--- config.mk ---
export PLATFORM = sky130hd
export DESIGN_NAME = ssd_arbiter
export DESIGN_NICKNAME = d
export VERILOG_FILES = /design/src/rtl/ssd_arbiter.sv
export SDC_FILE = /design/constraint.sdc
export NUM_CORES = 1
export LEC_CHECK = 0
export BUFFER_PORTS_ARGS = -buffer_cell sky130_fd_sc_hd__buf_2
export CORE_MARGIN = 1.5
export CORE_UTILIZATION = 39
export DETAILED_ROUTE_END_ITERATION = 10
export SLEW_MARGIN = 20
export SYNTH_ARGS = -nofsm -noshare
export SYNTH_HDL_FRONTEND = slang
export SYNTH_SLANG_ARGS = --single-unit
export TNS_END_PERCENT = 50
--- constraint.sdc ---
create_clock -name clkus -period 5.85 [get_ports clkus]
set_input_delay 1.17 -clock clkus [delete_from_list [all_inputs] [get_ports clkus]]
set_output_delay 1.17 -clock clkus [all_outputs]
set_load 0.005 [all_outputs]
--- src/rtl/ssd_arbiter.sv ---
// Three-requester arbiter for a seven-segment display state code.
// It enforces a minimum hold time per grant and flags invalid codes.
module ssd_arbiter #(
    parameter int unsigned TICK_DIV    = 1000,
    parameter int unsigned MIN_HOLD_MS = 500,
    parameter logic [3:0]  IDLE_CODE   = 4'd0
) (
    input  logic       clkus,
    input  logic       rst_n,
    input  logic [2:0] req,
    input  logic [3:0] code0,
    input  logic [3:0] code1,
    input  logic [3:0] code2,
    output logic [2:0] gnt,
    output logic [3:0] state,
    output logic       busy,
    output logic       err
);

    localparam int unsigned PW       = (TICK_DIV > 1) ? $clog2(TICK_DIV) : 1;
    localparam logic [PW-1:0] PRE_MAX  = PW'(TICK_DIV - 1);
    localparam logic [15:0]   HOLD_MAX = 16'(MIN_HOLD_MS);
    localparam logic [3:0]    CODE_LIM = 4'd10;

    typedef enum logic [2:0] {S_IDLE, S_ARB, S_HOLD, S_OPEN, S_LINGER} fsm_e;

    fsm_e          fsm_q, fsm_d;
    logic [2:0]    gnt_q, gnt_d;
    logic [3:0]    state_q, state_d;
    logic          busy_q, busy_d;
    logic          err_q, err_d;
    logic [PW-1:0] pre_q, pre_d;
    logic [15:0]   cnt_q, cnt_d;
    logic [1:0]    owner_q, owner_d;
    logic [3:0]    raw_q, raw_d;

    logic [PW-1:0] pre_inc_c;
    logic [15:0]   cnt_inc_c;
    logic          expired_c;
    logic          owner_req_c, higher_req_c;
    logic [3:0]    owner_code_c, sel_code_c;
    logic [1:0]    sel_idx_c;

    // Millisecond prescaler and hold counter advance; expiry is judged on the advanced count.
    always_comb begin
        pre_inc_c = pre_q + PW'(1);
        cnt_inc_c = cnt_q;
        if (pre_q == PRE_MAX) begin
            pre_inc_c = '0;
            cnt_inc_c = cnt_q + 16'd1;
        end
        expired_c = (cnt_inc_c == HOLD_MAX);
    end

    // Owner's request/code, requests above the owner, and the priority winner.
    always_comb begin
        owner_req_c  = req[0];
        higher_req_c = req[2] | req[1];
        owner_code_c = code0;
        case (owner_q)
            2'd1: begin
                owner_req_c  = req[1];
                higher_req_c = req[2];
                owner_code_c = code1;
            end
            2'd2: begin
                owner_req_c  = req[2];
                higher_req_c = 1'b0;
                owner_code_c = code2;
            end
            default: ;
        endcase
        sel_idx_c  = 2'd0;
        sel_code_c = code0;
        if (req[2]) begin
            sel_idx_c  = 2'd2;
            sel_code_c = code2;
        end else if (req[1]) begin
            sel_idx_c  = 2'd1;
            sel_code_c = code1;
        end
    end

    always_comb begin
        fsm_d   = fsm_q;
        gnt_d   = gnt_q;
        state_d = state_q;
        err_d   = 1'b0;
        pre_d   = pre_q;
        cnt_d   = cnt_q;
        owner_d = owner_q;
        raw_d   = raw_q;
        case (fsm_q)
            S_IDLE: begin
                gnt_d   = '0;
                state_d = IDLE_CODE;
                if (|req) fsm_d = S_ARB;
            end
            S_ARB: begin
                gnt_d = '0;
                if (|req) begin
                    owner_d = sel_idx_c;
                    gnt_d   = 3'b001 << sel_idx_c;
                    raw_d   = sel_code_c;
                    state_d = (sel_code_c < CODE_LIM) ? sel_code_c : IDLE_CODE;
                    err_d   = (sel_code_c >= CODE_LIM);
                    pre_d   = '0;
                    cnt_d   = '0;
                    fsm_d   = (MIN_HOLD_MS == 0) ? S_OPEN : S_HOLD;
                end else begin
                    state_d = IDLE_CODE;
                    fsm_d   = S_IDLE;
                end
            end
            S_HOLD: begin
                pre_d = pre_inc_c;
                cnt_d = cnt_inc_c;
                if (!owner_req_c) begin
                    gnt_d = '0;
                    fsm_d = expired_c ? S_ARB : S_LINGER;
                end else begin
                    raw_d   = owner_code_c;
                    state_d = (owner_code_c < CODE_LIM) ? owner_code_c : IDLE_CODE;
                    err_d   = (owner_code_c >= CODE_LIM) && (owner_code_c != raw_q);
                    if (expired_c) fsm_d = S_OPEN;
                end
            end
            S_LINGER: begin
                pre_d = pre_inc_c;
                cnt_d = cnt_inc_c;
                if (expired_c) fsm_d = S_ARB;
            end
            S_OPEN: begin
                if (!owner_req_c || higher_req_c) begin
                    gnt_d = '0;
                    fsm_d = S_ARB;
                end else begin
                    raw_d   = owner_code_c;
                    state_d = (owner_code_c < CODE_LIM) ? owner_code_c : IDLE_CODE;
                    err_d   = (owner_code_c >= CODE_LIM) && (owner_code_c != raw_q);
                end
            end
            default: fsm_d = S_IDLE;
        endcase
        busy_d = (fsm_d != S_IDLE);
    end

    always_ff @(posedge clkus) begin
        if (!rst_n) begin
            fsm_q   <= S_IDLE;
            gnt_q   <= '0;
            state_q <= IDLE_CODE;
            busy_q  <= 1'b0;
            err_q   <= 1'b0;
            pre_q   <= '0;
            cnt_q   <= '0;
            owner_q <= '0;
            raw_q   <= '0;
        end else begin
            fsm_q   <= fsm_d;
            gnt_q   <= gnt_d;
            state_q <= state_d;
            busy_q  <= busy_d;
            err_q   <= err_d;
            pre_q   <= pre_d;
            cnt_q   <= cnt_d;
            owner_q <= owner_d;
            raw_q   <= raw_d;
        end
    end

    assign gnt   = gnt_q;
    assign state = state_q;
    assign busy  = busy_q;
    assign err   = err_q;

endmodule

## Word level (Yosys, flattened, before mapping)

Index checks and enable logic that the tools add are counted.

| word-level totals | value |
|---|---|
| output and inout port bits | 9 |
| flip-flop bits (word level) | 44 |
| logic and storage cells | 85 |
| bits of input ports | 17 |

| operators by class | value |
|---|---|
| reductions and logical operators | 15 |
| muxes and demuxes | 39 |
| bitwise logic cells | 1 |
| shift operators | 1 |
| equal/unequal tests | 14 |
| $lt $le $gt $ge | 4 |
| add/subtract/negate cells | 2 |

Operator list:

| operator | number |
|---|---|
| 2-to-1 mux 4 bit | 10 |
| 2-to-1 mux 16 bit | 2 |
| case mux 16 bit (2 select lines) | 1 |
| 2-to-1 mux 3 bit | 9 |
| 2-to-1 mux 10 bit | 2 |
| case mux 10 bit (2 select lines) | 1 |
| adder 16 x 1 -> 16 bit (second input constant) | 1 |
| == test 16 x 9 -> 1 bit (second input constant) | 1 |
| case mux 4 bit (4 select lines) | 1 |
| case mux 3 bit (5 select lines) | 1 |
| case mux 3 bit (4 select lines) | 1 |
| case mux 4 bit (3 select lines) | 1 |
| adder 10 x 1 -> 10 bit (second input constant) | 1 |
| == test 10 bit (second input constant) | 1 |
| inequality test 2 bit (second input constant) | 5 |
| >= comparator 4 bit (second input constant) | 2 |
| < comparator 4 bit (second input constant) | 2 |
| case mux 4 bit (2 select lines) | 1 |
| == test 3 x 2 -> 1 bit (second input constant) | 2 |
| AND reduction 3 bit | 2 |
| nonzero test 3 bit | 2 |
| 2-to-1 mux 1 bit | 4 |
| 2-to-1 mux 2 bit | 2 |
| inequality test 4 bit | 1 |
| 18 further kinds | 20 |

## Longest topological paths before layout

Gate-level depths: netlist of run 1.

| logic depth | value |
|---|---|
| depth after elaboration | 7 |
| gate-level depth with buffers | 9 |
| mapped depth without buffers | 8 |

## Worst setup path after synthesis of run 1

OpenSTA, ideal clock, no wires.

| timing | value |
|---|---|
| path kind | input to register |
| start point | input port req[1] |
| end point | register err_q, in the netlist err |
| arrival | 2390 ps |
| buffers on the path | 1 |
| cell stages on the path | 7 |
| library setup time | 112 ps |
| path slack | 3348 ps |
| data required time | 5738 ps |
| cells stage by stage | buf_4 -> a22oi_1 -> o21ai_0 -> and3_1 -> nand2_1 -> a41o_1 -> a2111oi_1 |

| on the way | value |
|---|---|
| cells in the longest elaborated chain, start to end | 5 |
| elaborated cells between the ends (all ways) | 13 |
| classes of those cells | order compare (1); mux (8); bitwise (1); reduce/logical (3) |

RTL lines:

| what | line | text |
|---|---|---|
| start: declaration | 10 | `input logic [2:0] req,` |
| 2-to-1 mux 4 bit, or another cell as far along | 78 | `end else if (req[1]) begin` |
| 2-to-1 mux 4 bit, or another cell as far along | 75 | `if (req[2]) begin` |
| >= comparator 4 bit / logical OR 1 bit (equally long branches) | 106, 134 |  |
| 2-to-1 mux 1 bit (on tied branches) | 101, 134 |  |
| case mux 1 bit (3 select lines) (*) | 93 | `case (fsm_q)` |
| end signal: assignment | 164 | `err_q <= err_d;` |
| end: declaration | 31 | `logic err_q, err_d;` |

Every way passes the cells marked *; elsewhere a longest branch is shown, timed or not.
A chain may end at the register's enable or synchronous reset.

## Worst setup path after layout of run 1

| timing | value |
|---|---|
| start point | input port req[2] |
| end point | register cnt_q[7] |

| on the way | value |
|---|---|
| cells in the longest elaborated chain, start to end | 3 |

RTL lines:

| what | line | text |
|---|---|---|
| OR reduction 3 bit | 101 | `if (\|req) begin` |
| inequality test 2 bit (no source line) | -- |  |
| AND reduction 2 bit (no source line) | -- |  |
| end signal: assignment | 166 | `cnt_q <= cnt_d;` |
| end: declaration | 33 | `logic [15:0] cnt_q, cnt_d;` |

No other way between the ends.

==> impl_results.md, run 1 <==
- Failing checks: design-rule violations
- PD cells: 237 nW/µm²
- # fillers: 654
- Die ar.: 7260 µm²
- Initial Util: 41.0%
- Worst IR drop on VDD: 0.0000992 V
- Starting DRT DRC Count: 193
- Worst-margin pin slew: 0.721 ns
- Placed wire-length estimate: 4440 µm
- Post-route clock period utilization: 46.7%
- TritonRoute pass-1 iters: 8
- Antenna fix cells: 0
- FF/Latch Area: 881 µm²
- Post-Syn Area: 2630 µm²
- CTS Root Cell: clkbuf_8
- Hold buffers post-CTS: 0
- Max-Cap Viols: 0
- Fraction of layout cells with a size suffix above 1: 12.6%
- Adder-cell share of the synthesized area: 1.90%
- Post-synth EDFFs: 0
- Most frequent cells in the layout: dfxtp_1 (44), nor2_1 (41), nand2_1 (34)
- Library cells used by synthesis: 54
- GRT overflow: 0
- Vias in the first global route: 2310
- Initial antenna violation count: 0
- Outcome: finished, violations left
- Clock buffers created by TritonCTS: 5
- Clock Tree Buf Depth: 2
- First-pass GRT wire length: 11000 µm
- Post-synthesis mux area share: 2.38%
- Synth Area in XOR/XNOR: 2.00%
- Static leakage: 1.07 nW
- HP Class: flip-flop to flip-flop
- Drt wl/cell: 14.7 µm
- RSZ-0062 raised after global routing: false
- Synth Area in Simple Gates: 29.2%
- GRT Overall Usage: 18.3%
- Largest family of logic cells by synthesized area: simple AND/OR/NAND/NOR gates
- CP endpoint kind: flip-flop
- Setup violations, final: 0
- Via density: 5.93
- Tmin final: 2.73 ns
- Via count: 2574
- Count of pins over their slew limit: 0
- Total Wirelength: 6370 µm
- Post-CTS setup buffers: 0
- Setup CP Type: input pin to flip-flop
- Final instance area: 2870 µm²
- Mean Syn Cell Area: 7.66 µm²
- Worst Path Max Fanout: 16
- Fin Setup TNS: 0 ns
- Post_cts resized: 0
- Clk Latency, worst-skew pair: 0.29 ns
- I/O Pins: 26
- Largest net degree at the start of global routing: 43
- Area fraction of the dominant cell type after synthesis: 33.4%
- Area grow syn2layout: 8.88%
- Syn Inst Count: 344
- Ys Warns: 0
- WP data arrival: 2.94 ns
- Number of synthesized register bits: 44
- Critical path launch point type: input pin
- Number of port buffers: 25
- Final #Nets: 377
- CTS tree: built
- Dpl cell area: 2770 µm²
- CTS Sinks: 44
- Fin Clk Skew: 0.0117 ns
- Async SR Flop Fraction: 0%
- Worst EP required: 6.06 ns
- Chip height: 85.2 µm
- Post-synthesis sequential area ratio: 33.4%
- RePlAce Congestion: 0.856
- Htree depth: 2
- DR DRC count: 2
- Leading area contributor after synthesis: dfxtp_1
- DRT antenna net count: 0
- Tot Pwr: 0.678 mW
- Synth Area in Compound Gates: 26.6%
- Multi-input gate area: 1640 µm²
- Main synth FF type: dfxtp_1
- Relative slew slack: 51.4%
- Clk slew on worst S/H paths: 0.09 ns
- Fin. Hold Viols: 0
- Core area: 6420 µm²
- Fmax: 366 MHz
- Die W: 85.2 µm
- Syn nets: 365
- Commonest non-fill, non-tap cell in the layout: dfxtp_1
- Top cells by area, synth: dfxtp_1 (33%), nor2_1 (5.8%), a21oi_1 (5.5%)
- FP Rows: 29
## Yosys cell counts, drive strengths merged, types with 3 or more instances
cell type,count
a211oi,7
a21oi,29
a221o,4
a22oi,8
a311oi,7
a31oi,9
and3,10
and4,3
buf,7
clkbuf,14
dfxtp,44
ha,4
inv,7
mux2i,4
nand2,34
nand2b,4
nand3,14
nand3b,3
nand4,5
nor2,41
nor2b,3
nor3,13
nor3b,3
o211a,3
o21ai,29
or3,6
xnor2,3
xor2,3
## per-layer routing
metal  vias to the layer above  GRT usage (%)  share of wire [%]
li1                       1295              -                  -
met1                      1215           27.8                 52
met2                        60           26.7                 43
met3                         4           3.31                4.4
met4                         0           4.62               0.69
met5                         -              0                  0
## kinds of logic after synthesis
kind of cell    after synthesis
buf+inv                      28
simple gates                147
flops                        44
compound gates              109
fa+ha+maj                     4
xor+xnor                      6
mux                           6
## cell type report
| type | instances | share of cell area (%) |
|---|---|---|
| multi-input cells | 272 | 57.1 |
| inverters | 7 | 0.916 |
| flip-flops and latches | 44 | 30.7 |
| clock buffers | 7 | 3.01 |
| well taps | 77 | 3.36 |
| repair buffers | 26 | 4.62 |
| clock inverters | 1 | 0.262 |
## state kept, by name, indices dropped and copies added (netlist names)
signal and count:
cnt_q 16, pre_q 10, raw_q 4, state 4, fsm_q 3, gnt 3
owner_q 2, busy 1, err 1
## power by group
part	internal [mW]	switching, mW	leakage [nW]
registers	0.311	0.0130	0.356
logic	0.0504	0.102	0.665
clock network	0.0962	0.105	0.0445
total	0.458	0.220	1.07
## worst max-delay path: stages
cell,delay [ns]
buf_2,0.18
nor3_1,0.43
nand2b_1,0.29
nand2_1,0.38
o211a_1,0.28
a211oi_1,0.20
## path summary, 6_finish.rpt
check	slack (ns)	depth (start not counted)	from	endpoint
setup / recovery	3.12	6	req[2]	cnt_q[7]
hold / removal	0.45	2	state[0]	state[0]
setup reg to reg	3.19	5	fsm_q[2]	cnt_q[7]
hold reg to reg	0.45	2	state[0]	state[0]
## metrics by stage
| stage | hold WS (ns) | cells | util (%) | setup slack (ns) |
|---|---|---|---|---|
| after global placement | 0.443 | 426 | 43.1 | 2.93 |
| final | 0.453 | 434 | 44.7 | 3.12 |
| after CTS | 0.459 | 434 | 44.6 | 2.97 |
| after detailed placement | 0.448 | 426 | 43.1 | 2.84 |
| after global routing | 0.475 | 434 | 44.7 | 2.94 |
| after floorplan | 0.448 | 344 | - | 3.35 |
Note: power is estimated with default switching activity, not from simulation.
==> run 2: changes to the inputs <==
Clock period 5.85 ns to 2.26 ns, I/O delays scaled along.
==> impl_results.md, run 2 (same netlist as run 1, synthesis figures left out) <==
- TritonRoute pass-1 iters: 7 (-1)
- CTS Sinks: 44 (unchanged)
- Final Util: 46.3% (+1.7 points)
- Vias in the first global route: 2236 (-3.2%)
- Buf/Inv on CP: 2 (+1)
- Clk slew on worst S/H paths: 0.08 ns (about the same)
- Most common cell on crit path: inv_1
- Starting DRT DRC Count: 213 (+10%)
- Largest net degree at the start of global routing: 21 (-51%)
- Final Non-Filler Cells: 448 (+3.2%)
- First-pass GRT wire length: 10700 µm (-2.5%)
- Worst-margin pin slew: 0.532 ns (-0.190 ns)
- Max reg flops: 16 (unchanged)
- Worst R2R Setup Slack: 0.20 ns (-2.99 ns)
- Largest regs: cnt_q (16), pre_q (10)
- Most frequent cells in the layout: dfxtp_1 (44), nor2_1 (41), nand2_1 (34)
- Drt wl/cell: 14.3 µm (-2.5%)
- RSZ-0062 raised after global routing: false
- Core area: 6420 µm² (unchanged)
- FP Rows: 29 (unchanged)
- Clock Tree Buf Depth: 2 (unchanged)
- Final #Nets: 391 (+3.7%)
- Placed Instances: 440 (+3.3%)
- Post-route clock period utilization: 91.3%
- FF/Latch Area: 881 µm² (unchanged)
- Worst Path Max Fanout: 9 (-7)
- Hold WS: 0.424 ns (-0.0289 ns)
- WP depth: 7 (+1)
- Static leakage: 1.13 nW (+6.3%)
- Antenna fix cells: 0 (unchanged)
- Worst R2R Path Depth: 7 (+2)
- Fin Setup TNS: 0 ns (unchanged)
- Tmin final: 2.06 ns
- Pre-CTS WS: 0.156 ns (-2.68 ns)
- Max stage delay cell, worst path: ha_2
- Placed wire-length estimate: 4720 µm (+6.3%)
- Fraction of layout cells with a size suffix above 1: 16.4% (+3.8 points)
- CP endpoint kind: flip-flop
- Fmax: 484 MHz
- Fin Clk Skew: 0.00690 ns (-0.00480 ns)
- DR DRC count: 2 (unchanged)
- Via count: 2530 (-1.7%)
- Initial antenna violation count: 0 (unchanged)
- Tot Pwr: 1.82 mW (+170%)
- Post-CTS setup buffers: 0 (unchanged)
- Final instance area: 2980 µm² (+3.8%)
- Post_cts resized: 0 (unchanged)
- Worst EP required: 2.45 ns (-3.61 ns)
- Setup violations, final: 0 (unchanged)
- Fin. Hold Viols: 0 (unchanged)
- Reg-to-reg critical path startpoint: owner_q[0]
- Biggest register: cnt_q
- Commonest non-fill, non-tap cell in the layout: dfxtp_1
- Die W: 85.2 µm (unchanged)
- Hold buffers post-CTS: 0 (unchanged)
- Initial Util: 41.0% (unchanged)
- Htree depth: 2 (unchanged)
- HP Class: input pin to flip-flop
- RePlAce Congestion: 0.870 (+1.7%)
- Dpl cell area: 2880 µm² (+3.8%)
- Delay-heaviest family, CP: compound AO/OA/AOI/OAI gates
- Clk Latency, worst-skew pair: 0.30 ns (about the same)
- Worst R2R End: err
- Die ar.: 7260 µm² (unchanged)
- Max-Cap Viols: 0 (unchanged)
- Area grow syn2layout: 13.0%
- GRT Overall Usage: 18.0% (-0.35 points)
- Number of port buffers: 25 (unchanged)
- Origin of the worst setup path: owner_q[0]
- Count of pins over their slew limit: 0 (unchanged)
- Clock buffers created by TritonCTS: 5 (unchanged)
- Setup crit end: err
- Max incr delay on CP: 0.39 ns (-0.04 ns)
- CTS tree: built
- Critical path launch point type: flip-flop
- I/O Pins: 26 (unchanged)
- Failing checks: design-rule violations
- CTS Root Cell: clkbuf_8
- Setup CP Type: flip-flop to flip-flop
- Multi-input gate area: 1640 µm² (+0.23%)
- DRT antenna net count: 0 (unchanged)
- GRT overflow: 0 (unchanged)
- Relative slew slack: 64.3% (+13 points)
- PD cells: 613 nW/µm² (+160%)
- Worst IR drop on VDD: 0.000312 V (+210%)
- Outcome: finished, violations left
- Crit-path cells: inv_1 > ha_2 > inv_1 > o21ai_0 > xor2_1 > a41o_1 > a2111oi_1
- Chip height: 85.2 µm (unchanged)
- Total Wirelength: 6400 µm (+0.61%)
- Setup WS post-layout: 0.196 ns (-2.92 ns)
- # fillers: 668 (+2.1%)
- WP data arrival: 2.25 ns (-0.69 ns)
- Via density: 5.65 (-4.8%)
-- run 2: changes by cell type in the layout (fill, tap and decap cells not counted) --
| cell | delta |
|---|---|
| buf_4 | +14 |
| o21ai_0 | -1 |
| ha_2 | +1 |
| and4_2 | +1 |
| o21ai_1 | +1 |
| and4_1 | -1 |
| ha_1 | -1 |
-- run 2: layout make-up --
cell class	instances	share of cell area [%]
clock buffers	7	2.90
clock inverters	1	0.252
inverters	7	0.883
multi-input cells	272	55.1
flip-flops and latches	44	29.6
well taps	77	3.24
repair buffers	40	7.99
-- run 2: worst min-delay path by stage --
stage	slack, ns	to	cells past startpoint	from
2_1_floorplan	0.45	state[0]	2	state[0]
3_3_place_gp	0.45	state[0]	2	state[0]
3_5_place_dp	0.45	state[0]	2	state[0]
4_1_cts	0.42	fsm_q[0]	3	rst_n
5_1_grt	0.45	busy	3	rst_n
6_report	0.42	fsm_q[0]	3	rst_n
-- run 2: power by group --
group          leakage [nW]  switching (mW)  internal (mW)
clock                0.0445           0.282          0.249
sequential            0.356          0.0338          0.806
combinational         0.732           0.273          0.181
-- run 2: routing by layer --
| layer | global-route usage [%] | vias up | part of all wire (%) |
|---|---|---|---|
| met5 | 0 | - | 0 |
| met4 | 4.77 | 0 | 0.92 |
| met3 | 3.40 | 7 | 2.6 |
| met2 | 26.7 | 29 | 42 |
| met1 | 26.6 | 1170 | 54 |
| li1 | - | 1324 | - |
-- run 2: worst min-delay path: cells and delay by family --
kind	cells	cell delay (ns)
compound gates	1	0.05
buf+inv	1	0.12
simple gates	1	0.06
